`src/rtl/agex_muldiv_unit.sv`:
```
// agex_muldiv_unit: iterative RV32M multiply/divide unit for the AGEX stage.
// One op in flight. Multiply retires MUL_BITS_PER_C multiplier bits per cycle
// (shift-add). Divide is restoring, one quotient bit per cycle. Divide-by-zero
// and signed overflow bypass the iteration through a one-cycle SPEC state.
module agex_muldiv_unit #(
  parameter int DBITS          = 32,
  parameter int MUL_BITS_PER_C = 2,
  parameter int TAG_W          = 5
) (
  input  logic             clk,
  input  logic             reset,
  input  logic             in_valid,
  output logic             in_ready,
  input  logic [2:0]       in_op,
  input  logic [DBITS-1:0] in_a,
  input  logic [DBITS-1:0] in_b,
  input  logic [TAG_W-1:0] in_tag,
  input  logic             flush,
  output logic             out_valid,
  input  logic             out_ready,
  output logic [DBITS-1:0] out_result,
  output logic [TAG_W-1:0] out_tag,
  output logic             busy
);

  localparam int K      = MUL_BITS_PER_C;
  localparam int MSTEPS = DBITS / K;
  localparam int CW     = $clog2(DBITS) + 1;

  typedef enum logic [2:0] {S_IDLE, S_MUL, S_DIV, S_SPEC, S_DONE} state_t;

  // Per-op context latched on accept.
  typedef struct packed {
    logic [2:0]       op;
    logic [TAG_W-1:0] tag;
    logic             neg;   // product / quotient sign
    logic             rneg;  // remainder sign (sign of a)
  } ctx_t;

  state_t             state_q, state_d;
  ctx_t               ctx_q, ctx_d;
  logic [2*DBITS-1:0] acc_q, acc_d;   // {hi, lo}: product, or {rem, quotient}
  logic [DBITS-1:0]   m_q, m_d;       // multiplicand magnitude, or divisor magnitude
  logic [CW-1:0]      cnt_q, cnt_d;
  logic [DBITS-1:0]   res_q, res_d;

  // Accept-time operand decode.
  logic             is_div, sgn_a, sgn_b, sa, sb, div_zero, div_ovf;
  logic [DBITS-1:0] ma, mb;

  // Iteration datapath.
  logic [DBITS+K-1:0] mul_sum;
  logic [2*DBITS-1:0] mul_nxt, mul_fix;
  logic [DBITS:0]     div_sh, div_diff;
  logic               qbit;
  logic [2*DBITS-1:0] div_nxt;
  logic [DBITS-1:0]   quo_fix, rem_fix;

  assign in_ready   = (state_q == S_IDLE) && !flush;
  assign out_valid  = (state_q == S_DONE);
  assign busy       = (state_q != S_IDLE);
  assign out_result = res_q;
  assign out_tag    = ctx_q.tag;

  // Operand signedness, magnitudes and special-case detection for the incoming op.
  always_comb begin
    is_div   = in_op[2];
    sgn_a    = (in_op == 3'd1) || (in_op == 3'd2) || (in_op == 3'd4) || (in_op == 3'd6);
    sgn_b    = (in_op == 3'd1) || (in_op == 3'd4) || (in_op == 3'd6);
    sa       = sgn_a && in_a[DBITS-1];
    sb       = sgn_b && in_b[DBITS-1];
    ma       = sa ? (~in_a + 1'b1) : in_a;
    mb       = sb ? (~in_b + 1'b1) : in_b;
    div_zero = is_div && (in_b == '0);
    div_ovf  = is_div && !in_op[0] && (in_a == {1'b1, {(DBITS-1){1'b0}}}) && (in_b == '1);
  end

  // One multiply step and one divide step, plus the sign-corrected final results.
  always_comb begin
    mul_sum  = {{K{1'b0}}, acc_q[2*DBITS-1:DBITS]}
             + ((DBITS+K)'(m_q) * (DBITS+K)'(acc_q[K-1:0]));
    mul_nxt  = {mul_sum, acc_q[DBITS-1:K]};
    mul_fix  = ctx_q.neg ? (~mul_nxt + 1'b1) : mul_nxt;

    div_sh   = {acc_q[2*DBITS-1:DBITS], acc_q[DBITS-1]};
    div_diff = div_sh - {1'b0, m_q};
    qbit     = !div_diff[DBITS];
    div_nxt  = {(qbit ? div_diff[DBITS-1:0] : div_sh[DBITS-1:0]), acc_q[DBITS-2:0], qbit};
    quo_fix  = ctx_q.neg  ? (~div_nxt[DBITS-1:0] + 1'b1) : div_nxt[DBITS-1:0];
    rem_fix  = ctx_q.rneg ? (~div_nxt[2*DBITS-1:DBITS] + 1'b1) : div_nxt[2*DBITS-1:DBITS];
  end

  // Next-state / datapath control; flush overrides everything but reset.
  always_comb begin
    state_d = state_q;
    ctx_d   = ctx_q;
    acc_d   = acc_q;
    m_d     = m_q;
    cnt_d   = cnt_q;
    res_d   = res_q;
    if (flush) begin
      state_d = S_IDLE;
    end else begin
      unique case (state_q)
        S_IDLE: if (in_valid) begin
          ctx_d.op   = in_op;
          ctx_d.tag  = in_tag;
          ctx_d.neg  = sa ^ sb;
          ctx_d.rneg = sa;
          cnt_d      = '0;
          if (div_zero) begin
            res_d   = in_op[1] ? in_a : '1;
            state_d = S_SPEC;
          end else if (div_ovf) begin
            res_d   = in_op[1] ? '0 : in_a;
            state_d = S_SPEC;
          end else if (is_div) begin
            m_d     = mb;
            acc_d   = {{DBITS{1'b0}}, ma};
            state_d = S_DIV;
          end else begin
            m_d     = ma;
            acc_d   = {{DBITS{1'b0}}, mb};
            state_d = S_MUL;
          end
        end
        S_MUL: begin
          acc_d = mul_nxt;
          cnt_d = cnt_q + 1'b1;
          if (cnt_q == CW'(MSTEPS-1)) begin
            res_d   = (ctx_q.op == 3'd0) ? mul_fix[DBITS-1:0] : mul_fix[2*DBITS-1:DBITS];
            state_d = S_DONE;
          end
        end
        S_DIV: begin
          acc_d = div_nxt;
          cnt_d = cnt_q + 1'b1;
          if (cnt_q == CW'(DBITS-1)) begin
            res_d   = ctx_q.op[1] ? rem_fix : quo_fix;
            state_d = S_DONE;
          end
        end
        S_SPEC: state_d = S_DONE;
        S_DONE: if (out_ready) state_d = S_IDLE;
        default: state_d = S_IDLE;
      endcase
    end
  end

  // State and datapath registers; reset clears everything including accumulators.
  always_ff @(posedge clk or negedge reset) begin
    if (!reset) begin
      state_q <= S_IDLE;
      ctx_q   <= '0;
      acc_q   <= '0;
      m_q     <= '0;
      cnt_q   <= '0;
      res_q   <= '0;
    end else begin
      state_q <= state_d;
      ctx_q   <= ctx_d;
      acc_q   <= acc_d;
      m_q     <= m_d;
      cnt_q   <= cnt_d;
      res_q   <= res_d;
    end
  end

endmodule

```
`config.mk`:
```
export PLATFORM = sky130hd
export DESIGN_NAME = agex_muldiv_unit
export DESIGN_NICKNAME = d
export VERILOG_FILES = /design/src/rtl/agex_muldiv_unit.sv
export SDC_FILE = /design/constraint.sdc
export NUM_CORES = 1
export LEC_CHECK = 0
export ABC_AREA = 1
export CORE_MARGIN = 10
export CORE_UTILIZATION = 30
export DETAILED_ROUTE_END_ITERATION = 8
export PLACE_DENSITY = 0.48
export SYNTH_ARGS = -nofsm -noshare
export SYNTH_HDL_FRONTEND = slang
export SYNTH_SLANG_ARGS = --single-unit
export TNS_END_PERCENT = 30
```
`constraint.sdc`:
```
create_clock -name clk -period 4.8 [get_ports clk]
set_input_delay 1.44 -clock clk [delete_from_list [all_inputs] [get_ports clk]]
set_output_delay 1.44 -clock clk [all_outputs]
set_load 0.05 [all_outputs]
```
### After elaboration in Yosys (flattened, before gate mapping)

Index checks and enable logic that the tools add are counted.

* input bits: 77
* word-level logic and storage cells: 110
* output and inout port bits: 40
* flip-flop bits (word level): 147

* $add $sub $neg: 8
* bitwise operators: 9
* $mul: 1
* muxes and demuxes: 33
* reduce and logical (&&, ||, !) cells: 28
* equal/unequal tests: 22

Operators by type and width (number)
* $mux W32: 16
* $mux W64: 4
* $pmux W64 S3: 1
* $add A32 B1 Y32 const B: 4
* $not A32 Y32: 4
* $pmux W32 S3: 1
* $add A64 B1 Y64 const B: 1
* $eq A32 B32 Y1 const B: 2
* $not A64 Y64: 1
* $add A32 B34 Y34: 1
* $mul A32 B2 Y34: 1
* $sub A33 B32 Y33: 1
* $logic_not A32 Y1: 1
* $mux W3: 5
* $pmux W3 S5: 1
* $ne A3 B3 Y1 const B: 4
* $pmux W6 S2: 1
* $ne A2 B2 Y1 const B: 5
* $reduce_and A5 Y1: 2
* $eq A3 B2 Y1 const B: 3
* $eq A3 B3 Y1 const B: 3
* $logic_and A1 B1 Y1: 7
* $add A6 B1 Y6 const B: 1
* $eq A3 B1 Y1 const B: 2
* other kinds (16): 29

### Logic depth before layout (Yosys ltp)

Gate-level depths: netlist (run 1).

* depth after elaboration: 11
* mapped depth: 33
* depth with buffers taken out: 31

### Worst setup path after synthesis (run 1)

OpenSTA, ideal clock, no wires.

* path kind: register to register
* from: register acc_q[1]
* to: register res_q[31], in the netlist out_result[31]
* buffers on the path: 2
* stages on the path, launching flop included: 23
* setup time: 0.122 ns
* data arrival time: 3.664 ns
* required time: 4.678 ns
* clock period less this slack: 3.785 ns
* path slack: 1.015 ns
* path through: dfrtp_1 -> clkbuf_1 -> clkbuf_1 -> nand2_1 -> fa_1 -> inv_1 -> fa_1 -> nand2_1 -> o21ai_0 -> nand2_1 -> nand2_1 -> xnor2_1 -> inv_1 -> nor2_1 -> nand2_1 -> nor2_1 -> nand4_1 -> nand2_1 -> nand2_1 -> nand2_1 -> nand3_1 -> a21oi_1 -> a21oi_2

* cells in the longest elaborated chain, start to end: 8
* elaborated cells between the ends (all ways): 13
* those cells by class: add/sub (3); mul (1); mux (7); bitwise (2)

RTL lines
* start: declaration: line 42 `logic [2*DBITS-1:0] acc_q, acc_d;`
* start signal: assignment: line 155 `acc_q <= '0;`
* start signal: assignment: line 162 `acc_q <= acc_d;`
* $mul A32 B2 Y34: line 81 `+ ((DBITS+K)'(m_q) * (DBITS+K)'(acc_q[K-1:0]));`
* $add A32 B34 Y34: line 81
* $not A64 Y64: line 83 `mul_fix = ctx_q.neg ? (~mul_nxt + 1'b1) : mul_nxt;`
* $add A64 B1 Y64: line 83
* $mux W64: line 83
* $mux W32: line 131 `res_d = (ctx_q.op == 3'd0) ? mul_fix[DBITS-1:0] : mul_fix[2*DBITS-1:DBITS];`
* $mux W32: line 130 `if (cnt_q == CW'(MSTEPS-1)) begin`
* $pmux W32 S3 *: line 104 `unique case (state_q)`
* end signal: assignment: line 165 `res_q <= res_d;`
* end: declaration: line 45 `logic [DBITS-1:0] res_q, res_d;`

Every way passes the cells marked *; elsewhere a longest branch is shown, timed or not. The select of a mux whose other input is x is not followed.
A chain may end at the register's enable or synchronous reset.

### Worst setup path in the final report (run 1)

* from: register acc_q[0]
* to: register res_q[30], in the netlist out_result[30]

The elaborated chain is that of the path after synthesis.

==> results by group, run 1 <==
Final layout
  • Fin cells: 4,414
  • Layout cells sized above 1: under 10%
  • Ant. Diodes: 0
  • FILL cells: between 7,000 and 8,000
  • Syn-to-layout area delta: 14.77%
  • Final net count: 3,710

Detailed routing
  • Total length of routed wires: between 100,000 and 150,000 um
  • Post-detailed-route DRC marker count: 0
  • Pre-antenna DRT Iters: 8
  • Antenna-violating nets left: 0
  • Post-DR vias/cell: 5.320
  • Routed wire per std cell: 23.46 um
  • First DRT Iteration DRCs: roughly 2,700
  • Via count: 23,480

Die
  • Total Die Area: roughly 78,000 um2
  • Row cnt: 95
  • Initial Util: 30.19%
  • I/O pin count: 117
  • Die extent in y: 279.7 um
  • Core area: 67,040 um2
  • Die Span X: 279.7 um

Timing
  • Maximum clock frequency: approximately 220 MHz
  • Final Hold Vio Count: 0
  • Max_slew headroom: 33.43%
  • Clock Skew: 18.22 ps
  • Minimum clock period: 4540 ps
  • Worst Max-Slew Pin Slew: 997.5 ps
  • RSZ-0062 raised after global routing: false
  • Max-slew violation count: 0
  • Final Setup Violations: 0
  • Tcrit/Tclk final: between 90% and 100%

Yosys
  • Sequential share of the synthesized area: between 10% and 20%
  • Number of distinct library cells after synthesis: 66
  • Synthesized cell area: approximately 20,000 um2
  • EDFF count, synth: 0
  • Yosys reg bits: 147
  • Async SR Flop Fraction: 100.0%
  • Post-synth top flop: dfrtp_1
  • Syn_area_per_cell: 5.902 um2
  • Synth warnings: 0
  • Mapped Cells: around 3,400
  • Syn nets: approximately 3,600

Placed design
  • I/O Buffers: 116
  • DP Wirelength: 85,760 um
  • GPL Wtd Cong: 0.9918
  • Cells after DPL: between 4,000 and 5,000

Global route
  • Vias in the first global route: 21,930
  • Initial antenna violation count: 1
  • Gr usage total: roughly a quarter
  • First-pass GRT wire length: 150,400 um
  • GRT overflow: 0
  • Pin count of the biggest net entering global routing: around 100

Worst setup path
  • Worst Path Buf+Inv: 4
  • Crit-path cells: buf_4 -> nand2_1 -> fa_1 -> inv_1 -> ha_1 -> a21oi_1 -> o21ai_0 -> a21oi_1 -> nand2_1 -> xnor2_1 -> buf_4 -> nand3b_1 -> nor2_1 -> buf_4 -> nand3_1 -> nand2_1 -> nand2_1 -> nand2_1 -> nand3_1 -> a21oi_1 -> a21oi_2
  • Worst path arrival time: around 4900 ps
  • Largest delay share family, worst path: simple AND/OR/NAND/NOR gates
  • CP required: 5190 ps
  • Slowest cell on crit path: dfrtp_2
  • CP most frequent cell: nand2_1
  • CP endpoint kind: flop
  • CP max stage delay: 520 ps
  • Critical path fanouts, max: 20
  • Setup CP Type: flop to flop
  • CP Launch Type: flop

Job
  • Max-cap violations: 0

Clocking
  • Clock Latency Late Sink: 510 ps
  • H-tree levels: 4
  • CTS tree: built
  • Number of CTS-inserted buffers: 17
  • Num Clock Sinks: 147
  • CTS Buffer Depth: 2
  • Post-CTS Hold Buffers: 0
  • CTS clk-pin slew, worst paths: 80 ps
  • Root buffer cell: clkbuf_16

Run status
  • Status: finished, final reports clean

Min path
  • Hold Crit Class: flop to flop
-- path summary, 6_finish.rpt --
| kind | startpoint | endpoint | slack [ps] | cells past startpoint |
|---|---|---|---|---|
| max reg2reg | acc_q[0]$_DFFE_PN0P_ | out_result[30]$_DFFE_PN0P_ | 260 | 21 |
| max in group asynchronous | reset | acc_q[1]$_DFFE_PN0P_ | 2950 | 2 |
| min in group asynchronous | reset | out_result[20]$_DFFE_PN0P_ | 940 | 1 |
| min | out_tag[3]$_DFFE_PN0P_ | out_tag[3]$_DFFE_PN0P_ | 470 | 2 |
| max | acc_q[0]$_DFFE_PN0P_ | out_result[30]$_DFFE_PN0P_ | 260 | 21 |
| min reg2reg | out_tag[3]$_DFFE_PN0P_ | out_tag[3]$_DFFE_PN0P_ | 470 | 2 |
-- cell usage in the layout (no fill, tap or decap), drive strengths merged, types with 4 or more instances in the layout --
cell type,count
nand2,1045
inv,490
nor2,358
o21ai,278
nand3,244
a21oi,169
dfrtp,147
clkdlybuf4s50,113
buf,99
ha,72
nor3,61
o22ai,55
xor2,53
nand4,49
o211ai,40
fa,33
xnor2,29
nand3b,23
maj3,23
a31oi,18
or2,18
clkbuf,17
nor4,14
a22oi,13
a221oi,9
clkinv,9
and2,8
o221ai,8
o21a,8
o21bai,8
a21o,5
o31ai,4
-- cells by family (layout without fill, tap and decap cells) --
logic type	count (synthesis)	in the layout	share of synthesized area [%]
simple gates	1827	1827	39.40
xor+xnor	82	82	3.548
flops	147	147	18.18
fa+ha+maj	128	128	8.853
compound gates	627	627	17.81
buf+inv	618	730	12.21
-- state kept, by name, summed over array words and instances, names as in the netlist --
register	count
out_tag	5
state_q	3
m_q	32
acc_q	64
ctx_q	5
cnt_q	6
out_result	32
-- layout make-up --
type	count	area, um2	area share [%]
sequential	147	3682	15.85
clock buffer	17	425.4	1.831
tap	873	1092	4.702
clock inverter	15	160.2	0.6895
timing repair buffer	212	1917	8.252
multi-input combinational	2664	14120	60.81
inverter	486	1827	7.864
-- worst register-to-register path: cells and delay by family (launching register included) --
| family | cells | cell delay (ps) |
|---|---|---|
| compound gates | 5 | 920 |
| xor+xnor | 1 | 320 |
| fa+ha+maj | 2 | 870 |
| buf+inv | 4 | 730 |
| flops | 1 | 520 |
| simple gates | 9 | 1060 |
-- synth_stat cells (all sizes together), types with 23 or more instances --
cell / count / area share [%]
dfrtp: 147 / 18
o21ai: 278 / 7.0
nand2: 1045 / 21
nand3b: 23 / 0.85
clkbuf: 99 / 1.8
a21oi: 169 / 4.3
o22ai: 55 / 1.7
buf: 33 / 1.3
fa: 33 / 3.3
inv: 480 / 8.9
o211ai: 40 / 1.5
xor2: 53 / 2.3
ha: 72 / 4.5
nor3: 61 / 1.5
nand4: 49 / 1.5
maj3: 23 / 1.1
nor2: 358 / 7.0
xnor2: 29 / 1.3
nand3: 244 / 6.4
-- layer usage --
metal  vias to the layer above  wire [um]  part of all wire [%]  GRT usage, %
met2                       923      45260                    44         40.49
met5                         -          0                     0             0
met1                     11050      46020                    44         34.44
li1                      11360          -                     -             -
met3                       149       7067                   6.8         4.094
met4                         0       5191                   5.0         11.89
-- timing repair --
item | 4_1_cts | 5_1_grt
setup endpoints to repair | 0 | 15
resized for setup | 0 | 5
buffers inserted | 0 | 0
-- metrics by stage --
step                      TNS [ps]  instance area, um2  setup WS [ps]  hold WS, ps  util [%]
after floorplan                  0               20240           1015        442.8         -
after global placement      -62.48               22630         -62.48        455.3     33.76
after detailed placement         0               22630          54.78        461.9     33.76
after CTS                        0               23210          114.3        481.5     34.63
after global routing             0               23230          4.061        504.1     34.65
final                            0               23230          260.4        474.1     34.65
Power of run 1 is not shown: default switching activity piles up to over one toggle a cycle in this logic, so the estimate is an artifact.
==> inputs of run 2 (changes only) <==
Settings changed: CORE_ASPECT_RATIO set to 0.75, SLEW_MARGIN set to 20.
==> results by group, run 2 (synthesized netlist as in run 1, its figures left out) <==
Run status
  • Status: finished, final reports clean

Min path
  • Hold Crit Class: flop to flop
  • Min-delay src: out_tag[2]$_DFFE_PN0P_
  • Hold path depth: 2
  • WHS Endpoint: out_tag[2]$_DFFE_PN0P_

Worst setup path
  • Worst path arrival time: 5040 ps
  • CP max stage delay: 550 ps
  • CP required: slightly above 5000 ps
  • Crit-path cells: buf_12 -> nand2_1 -> fa_1 -> inv_1 -> ha_1 -> a21oi_1 -> inv_1 -> nor2_1 -> nand2_1 -> xnor2_1 -> nand2_1 -> nor2_1 -> nand2_1 -> nor2_2 -> nand2_1 -> nand2_1 -> nand2_1 -> nand3_1 -> o21ai_1 -> o21a_1 -> a21oi_1
  • CP most frequent cell: nand2_1
  • Setup CP Type: flop to flop
  • Worst R2R End: out_result[16]$_DFFE_PN0P_
  • Critical path fanouts, max: 19
  • R2R cell count: 21
  • Setup slack, reg-to-reg: about 150 ps
  • RR Startpoint: acc_q[0]$_DFFE_PN0P_
  • CP Launch Type: flop
  • CP endpoint kind: flop
  • Slowest cell on crit path: xnor2_1

Final layout
  • Layout cells sized above 1: 9.997%
  • Syn-to-layout area delta: 18.34%
  • Final net count: 3,800
  • Commonest non-fill, non-tap cell in the layout: nand2_1
  • Most flop-heavy register: acc_q
  • FF/Latch Area: between 3000 and 4000 um2
  • Commonest non-fill, non-tap cells in the layout: 985 x nand2_1, 463 x inv_1, 342 x nor2_1, 260 x o21ai_0, 236 x nand3_1
  • Multi-input gate area: 14,120 um2
  • FILL cells: between 7,000 and 8,000
  • Max reg flops: 64
  • Ant. Diodes: 0

Timing
  • RSZ-0062 raised after global routing: false
  • Final Setup Violations: 0
  • Worst Max-Slew Pin Slew: 1056 ps
  • Final Hold Vio Count: 0
  • Final WS setup: ~150 ps
  • Minimum clock period: around 4600 ps
  • Max_slew headroom: 28.85%
  • Sum of negative setup slack: 0 ps
  • Tcrit/Tclk final: 96.79%
  • Fin Hold WS: 476.0 ps
  • Max-slew violation count: 0
  • Clock Skew: between 20 and 25 ps
  • Maximum clock frequency: 215.2 MHz

Clocking
  • CTS tree: built
  • CTS Buffer Depth: 2
  • Root buffer cell: clkbuf_16
  • H-tree levels: 4
  • Post-CTS Hold Buffers: 0
  • Clock Latency Late Sink: 480 ps
  • Num Clock Sinks: 147
  • CTS clk-pin slew, worst paths: 70 ps
  • Number of CTS-inserted buffers: 17

Die
  • Die Span X: 319.9 um
  • Die extent in y: between 200 and 250 um
  • I/O pin count: 117
  • Core area: 66,790 um2
  • Row cnt: 82
  • Total Die Area: roughly 80,000 um2
  • Initial Util: 30.30%

Global route
  • First-pass GRT wire length: between 150,000 and 200,000 um
  • Vias in the first global route: ~22,000
  • Pin count of the biggest net entering global routing: 79
  • Initial antenna violation count: 5
  • Gr usage total: 26.83%
  • GRT overflow: 0

Detailed routing
  • Routed wire per std cell: 24.16 um
  • Post-DR vias/cell: 5.423
  • Post-detailed-route DRC marker count: 0
  • Via count: ~24,000
  • Antenna-violating nets left: 0
  • Pre-antenna DRT Iters: 6
  • Total length of routed wires: 109,000 um
  • First DRT Iteration DRCs: 3,636

Placed design
  • I/O Buffers: 116
  • DP Wirelength: a little over 90,000 um
  • Pre-CTS setup slack: around 30 ps
  • GPL Wtd Cong: 1.023

Job
  • Max-cap violations: 0
-- run 2: cell count changes in the layout (fill, tap and decap cells not counted), sizes merged --
cell and change:
clkbuf +3, inv -4, clkinv -1, bufinv +2, buf +90
-- run 2: metrics by stage --
stage / utilization [%] / area, um2 / cells
after floorplan: - / 20240 / 3429
after global placement: 34.92 / 23330 / 4479
after detailed placement: 34.92 / 23330 / 4479
after CTS: 35.82 / 23930 / 4511
after global routing: 35.86 / 23950 / 4513
final: 35.86 / 23950 / 4513
-- run 2: worst max-delay path by stage --
stage                     slack, ps  cells after the start                          to             startpoint
after floorplan                1010                     22  out_result[31]$_DFFE_PN0P_   acc_q[1]$_DFFE_PN0P_
after global placement           60                     17       acc_q[29]$_DFFE_PN0P_                in_a[2]
after CTS                       250                     28  out_result[30]$_DFFE_PN0P_  acc_q[31]$_DFFE_PN0P_
after global routing             40                     23  out_result[22]$_DFFE_PN0P_   acc_q[1]$_DFFE_PN0P_
after detailed placement         30                     20  out_result[18]$_DFFE_PN0P_                in_b[1]
final                           150                     21  out_result[16]$_DFFE_PN0P_   acc_q[0]$_DFFE_PN0P_
-- run 2: layer usage --
metal / global-route usage (%) / up-vias / wire, um / part of all wire [%]
met4: 5.189 / 6 / 1885 / 1.7
li1: - / 11540 / - / -
met3: 8.262 / 69 / 13670 / 13
met1: 41.57 / 11530 / 52900 / 49
met5: 0 / - / 36 / 0.033
met2: 34.99 / 1331 / 40540 / 37
-- run 2: final cells by class --
type	count	area share, %
clock buffers	20	1.907
clock inverters	12	0.5955
inverters	486	7.643
multi-input cells	2664	58.96
flip-flops and latches	147	15.37
well taps	882	4.608
repair buffers	302	10.91
-- run 2: critical path: cells and delay by family, from the launching register on --
family	cells	cell delay [ps]
XOR/XNOR	1	550
adder cells (fa/ha/maj)	2	850
buffers and inverters	3	340
flip-flops	1	490
AND/OR/NAND/NOR	11	1510
AO/OA/AOI/OAI	4	820
-- run 2: repair_timing --
| action | 4_1_cts | 5_1_grt |
|---|---|---|
| setup buffers | 0 | 2 |
| gates resized for setup | 0 | 5 |
| endpoints found under the setup margin | 0 | 17 |
Power of run 2 is left out for the same reason.
